$ cat src/rtl/regfile_sb.sv
`default_nettype none
// ============================================================================
// Module      : regfile_sb
// Description : General-purpose register file for the pipelined MIPS core,
//               with an integrated scoreboard of pending-write bits used by
//               decode for interlock detection.
//
//   Parameters
//     DATA_W   register width in bits
//     ADDR_W   address width; depth = 2**ADDR_W
//     NUM_RD   number of combinational read ports (1..4)
//
//   Ports
//     clk       clock; all state updates on the rising edge
//     rst_n     asynchronous active-low reset (clears regs, flags, count)
//     rd_addr   read addresses, port i at [i*ADDR_W +: ADDR_W]
//     rd_data   read data, port i at [i*DATA_W +: DATA_W]
//     rd_busy   port i register has an outstanding, unsatisfied reservation
//     wr_en     write-back strobe
//     wr_addr   write-back destination
//     wr_data   write-back value
//     rsv_en    decode reserves rsv_addr for a future write
//     rsv_addr  destination being reserved
//     pend_cnt  registered popcount of the pending flags
//
//   Build option
//     REGFILE_BYPASS_EN  when defined, a read whose address matches the
//                        active write returns wr_data in the same cycle and
//                        its rd_busy is suppressed.
//
// Revision    : 1.0  initial release
// ============================================================================

module regfile_sb #(
  parameter int DATA_W = 32,
  parameter int ADDR_W = 5,
  parameter int NUM_RD = 2
) (
  input  logic                     clk,
  input  logic                     rst_n,
  input  logic [NUM_RD*ADDR_W-1:0] rd_addr,
  output logic [NUM_RD*DATA_W-1:0] rd_data,
  output logic [NUM_RD-1:0]        rd_busy,
  input  logic                     wr_en,
  input  logic [ADDR_W-1:0]        wr_addr,
  input  logic [DATA_W-1:0]        wr_data,
  input  logic                     rsv_en,
  input  logic [ADDR_W-1:0]        rsv_addr,
  output logic [ADDR_W:0]          pend_cnt
);

  localparam int C_DEPTH = 2**ADDR_W;

  logic [DATA_W-1:0]  r_regs [C_DEPTH];
  logic [C_DEPTH-1:0] r_pend;
  logic [C_DEPTH-1:0] w_pend_nxt;
  logic [ADDR_W:0]    r_cnt;

  logic w_wr_act;
  logic w_rsv_act;
  logic w_inc;
  logic w_dec;

  // Address 0 is hardwired: strobes aimed at it are simply dropped.
  assign w_wr_act  = wr_en  && (wr_addr  != '0);
  assign w_rsv_act = rsv_en && (rsv_addr != '0);

  // --------------------------------------------------------------------------
  // Storage. Entry 0 is never written, so it stays at its reset value of 0.
  // --------------------------------------------------------------------------
  always_ff @(posedge clk or negedge rst_n) begin
    if (!rst_n) begin
      for (int k = 0; k < C_DEPTH; k++) begin
        r_regs[k] <= '0;
      end
    end else if (w_wr_act) begin
      r_regs[wr_addr] <= wr_data;
    end
  end

  // --------------------------------------------------------------------------
  // Scoreboard. The reservation is applied after the write-back clear so that
  // a same-address collision leaves the flag set: the newly issued producer
  // supersedes the one retiring this cycle.
  // --------------------------------------------------------------------------
  always_comb begin
    w_pend_nxt = r_pend;
    if (w_wr_act) begin
      w_pend_nxt[wr_addr] = 1'b0;
    end
    if (w_rsv_act) begin
      w_pend_nxt[rsv_addr] = 1'b1;
    end
    w_pend_nxt[0] = 1'b0;
  end

  always_ff @(posedge clk or negedge rst_n) begin
    if (!rst_n) begin
      r_pend <= '0;
    end else begin
      r_pend <= w_pend_nxt;
    end
  end

  // Count deltas derived from the flag transitions rather than a full
  // popcount: +1 when a clear flag gets reserved, -1 when a set flag is
  // retired by a write that is not simultaneously re-reserved.
  assign w_inc = w_rsv_act && !r_pend[rsv_addr];
  assign w_dec = w_wr_act && r_pend[wr_addr] &&
                 !(w_rsv_act && (rsv_addr == wr_addr));

  always_ff @(posedge clk or negedge rst_n) begin
    if (!rst_n) begin
      r_cnt <= '0;
    end else begin
      case ({w_inc, w_dec})
        2'b10:   r_cnt <= r_cnt + 1'b1;
        2'b01:   r_cnt <= r_cnt - 1'b1;
        default: r_cnt <= r_cnt;
      endcase
    end
  end

  assign pend_cnt = r_cnt;

  // --------------------------------------------------------------------------
  // Read ports, fully independent of one another.
  // --------------------------------------------------------------------------
  for (genvar i = 0; i < NUM_RD; i++) begin : g_rd
    logic [ADDR_W-1:0] w_a;
    logic              w_hit;

    assign w_a = rd_addr[i*ADDR_W +: ADDR_W];

`ifdef REGFILE_BYPASS_EN
    // Forward the value being written this cycle; the reservation it
    // satisfies no longer needs to stall the reader.
    assign w_hit = w_wr_act && (wr_addr == w_a);
`else
    assign w_hit = 1'b0;
`endif

    assign rd_data[i*DATA_W +: DATA_W] = (w_a == '0) ? '0      :
                                         w_hit      ? wr_data :
                                                      r_regs[w_a];
    assign rd_busy[i] = r_pend[w_a] && !w_hit;
  end

endmodule

`default_nettype wire

$ cat config.mk
export PLATFORM = sky130hd
export DESIGN_NAME = regfile_sb
export DESIGN_NICKNAME = d
export VERILOG_FILES = /design/src/rtl/regfile_sb.sv
export SDC_FILE = /design/constraint.sdc
export NUM_CORES = 2
export LEC_CHECK = 0
export BUFFER_PORTS_ARGS = -buffer_cell sky130_fd_sc_hd__buf_4
export CAP_MARGIN = 10
export CORE_MARGIN = 8
export CORE_UTILIZATION = 50
export CTS_CLUSTER_DIAMETER = 200
export DETAILED_ROUTE_END_ITERATION = 6
export MAX_ROUTING_LAYER = met4
export PLACE_DENSITY = 0.68
export SETUP_SLACK_MARGIN = 0.02
export SLEW_MARGIN = 20
export SYNTH_ARGS = -nofsm -noshare
export SYNTH_HDL_FRONTEND = slang
export SYNTH_SLANG_ARGS = --single-unit
$ cat constraint.sdc
create_clock -name clk -period 8.6 [get_ports clk]
set_clock_uncertainty 0.1 [all_clocks]
set_input_delay 0.43 -clock clk [delete_from_list [all_inputs] [get_ports clk]]
set_output_delay 0.43 -clock clk [all_outputs]
set_load 0.05 [all_outputs]
==> impl_metrics.ini <==
[floorplanning]
floorplan.die.width_um = 352.5
die-height_um = 352.5
core_um2 = 112300
die_area_um2 = 124300
initial_core_util_pct = 50.41
num_io_pins = 128
placement_rows = 123

[place]
gp_routability_congestion = 0.8305
dp_hpwl_um = 89400
port_buffers = 127

[detailed_routing]
detail_route.wirelength_um = 173200
met2_wl_post_dr_um = 82970
drt_iter0_markers = 3597
dr_wl_met3_um = 12930
wirelength_met1_um = 70840
detail_route.first_pass.iterations = 7
route.detailed.wl_per_inst_um = 32.82
drtAntennaViolNets = 0
highest_layer = met4
route.vias.total = 36110
drcViolationCount = 0
viasPerCell = 6.843

[timing]
worst_tran_pin_value_ns = 1.196
fin_crit_sh_pct = 52.82
hold_viol = 0
slew_violations = 0
max-slew-margin-rel_pct = 20.25
worst_hold_slack_ns = 0.04138
grt_setup_unrepaired = no
fmax_mhz = 220.1
period_minus_slack_ns = 4.542
finalSetupViolations = 0
post_route_setup_tns_ns = 0

[synthesis]
synth-edff-count = 0
post_synth_and_or_nand_nor_area_fraction_pct = 2.179
post_synth_xor_area_fraction_pct = 0.1392
syn-mean-instance-area_um2 = 14.81
synth.area.mux_share_pct = 42.55
yosysSeqAreaShare_pct = 46.89
ys.warnings.count = 0
mappedNetlistArea_um2 = 56630
yosys.cell_types.count = 58
synth-adder-area-share_pct = 0.1458
asyncSetResetFlopFracSynth_pct = 100.0
main_flop_type_after_synthesis = sky130_fd_sc_hd__dfrtp_1
postSynthCellCount = 3823
synth_compound_area_share_pct = 4.830
synth.net_count = 3885
ys_seq_elements = 1061
combinational_family_with_the_most_area_after_synthesis = multiplexers

[setup_path]
endpoint = rd_data[41]
ff2ff_path_depth = 10
startpoint_type = primary input
critPathKind = in -> out
end_kind = primary output
critical_path.slowest_cell = sky130_fd_sc_hd__buf_4
worstPathArrival_ns = 4.01
regToRegSetupSlack_ns = 5.25
path_max_fanout = 66
crit_top_cell = sky130_fd_sc_hd__buf_4
cp_cell_sequence = buf_8, buf_4, buf_4, mux4_2, a22o_1, a211o_1, and3_1, buf_4
critical_path_required_ns = 8.07
crit_start = rd_addr[6]
rr_startpoint = r_pend[27]
worst_path_largest_cell_delay_ns = 0.79
regToRegEndpoint = pend_cnt[5]

[min_path]
min-delay-path-class = in -> reg
timing.hold.worst.start = rsv_addr[2]

[cells_and_area]
final_util_pct = 55.51
post_route_cells_drive_above_1_share_pct = 53.27
multiInputGateArea_um2 = 28510
sequential_cell_area_um2 = 26550
flow.area_growth_from_synthesis_pct = 10.13
fillerInstances = 9041
final_net_count = 3747
layout.cells.most_common = sky130_fd_sc_hd__mux2_2
commonest_cells_after_routing_fill_and_taps_aside = sky130_fd_sc_hd__mux2_2, sky130_fd_sc_hd__dfrtp_1, sky130_fd_sc_hd__mux4_2, sky130_fd_sc_hd__buf_4, sky130_fd_sc_hd__clkbuf_16

[power]
peakVddDrop_mv = 0.1796
power_density_nw_per_um2 = 241.4
p_leak_nw = 27.28

[clock_tree]
postCtsSetupRepairBufs = 0
number_of_buffers_added_to_fix_hold_violations_after_cts = 2
cts_tree = yes
cts_max_path_bufs = 3
cts_root_buf = sky130_fd_sc_hd__clkbuf_16
h_tree_lvl_count = 3
insertion_delay_ns = 0.70
clk_transition_reported_paths_ns = 0.06
post_cts_resize_count = 0
cts_inserted_buffers = 112
clock-sinks = 1061

[global_route]
grt_first_pass_wirelength_um = 256900
grt_util_all_layers_pct = 28.19
global_route.overflow_total = 0
antenna_violations_before_repair = 7
first_global_vias = 36350
largest_net_degree_at_the_start_of_global_routing = 164

[outcome]
run_status = completed

[job]
max-cap-violations = 0
==> cell families (layout without fill, tap and decap cells) <==
group | Yosys count | count (layout)
flip-flops | 1061 | 1061
AO/OA/AOI/OAI | 353 | 353
other | 0 | 3
AND/OR/NAND/NOR | 239 | 239
multiplexers | 1713 | 1713
XOR/XNOR | 9 | 9
adder cells (fa/ha/maj) | 6 | 6
buffers and inverters | 442 | 392
==> final cells by class <==
type / instances / area share (%)
clock buffer: 150 / 5.080
multi-input combinational: 2320 / 45.71
timing repair buffer: 187 / 2.486
inverter: 3 / 0.01806
antenna: 3 / 0.01204
clock inverter: 52 / 1.107
tap: 1500 / 3.010
sequential: 1061 / 42.57
==> through the flow <==
step,setup slack [ns],power (W),instances,cell area [µm²]
after floorplan,5.162,0.009025,3823,56630
after global placement,4.183,0.009853,5069,58460
after detailed placement,4.175,0.009970,5069,58470
after CTS,4.167,0.01509,5273,62350
after global routing,4.049,0.01565,5276,62360
final,4.058,0.01505,5276,62360
==> layer usage <==
metal | up-vias | global-route usage, %
met3 | 367 | 4.889
met1 | 19620 | 37.69
li1 | 14560 | -
met4 | 0 | 9.759
met5 | - | -
met2 | 1560 | 43.84
==> report_power, final <==
group	internal [W]	switching [W]	leakage (nW)
Clock	0.00303	0.00210	1.91
Combinational	0.00185	0.00139	11.8
Sequential	0.00595	0.000729	13.6
Total	0.0108	0.00422	27.3
==> how the worst min path moves through the flow <==
stage,slack (ns),end,cells past startpoint
floorplan,0.03,pend_cnt[0],0
global placement,0.26,r_regs[1017],0
detailed placement,0.26,r_regs[1001],0
CTS,0.0007,r_pend[4],3
global route,0.05,r_pend[4],3
finish,0.04,r_pend[4],3
==> critical path, delay by kind of cell <==
| family | cells | cell delay [ns] |
|---|---|---|
| AO/OA/AOI/OAI | 2 | 0.56 |
| AND/OR/NAND/NOR | 1 | 0.24 |
| multiplexers | 1 | 0.41 |
| buffers and inverters | 4 | 2.21 |
==> cell usage after synthesis, drive strengths merged (9+ instances only) <==
master	number	share of area [%]
mux2	1163	23
dfrtp	1061	47
mux4	439	17
clkbuf	270	1.8
buf	169	1.5
mux2i	111	2.0
nand2	72	0.48
o21ai	55	0.49
a22oi	46	0.61
a221oi	38	0.59
a22o	37	0.57
nand3	37	0.33
and3	35	0.39
o22ai	29	0.32
a211oi	28	0.37
a221o	28	0.49
a211o	26	0.40
nor2	25	0.17
o221ai	25	0.39
nor2b	17	0.19
a2bb2oi	14	0.22
nand4	9	0.099
nor3	9	0.080
==> sequential cells by signal (all words and copies together), names as in the netlist <==
| name | cells |
|---|---|
| r_regs | 1024 |
| r_pend | 31 |
| pend_cnt | 6 |
No activity file was read; power rests on OpenSTA's default activity.
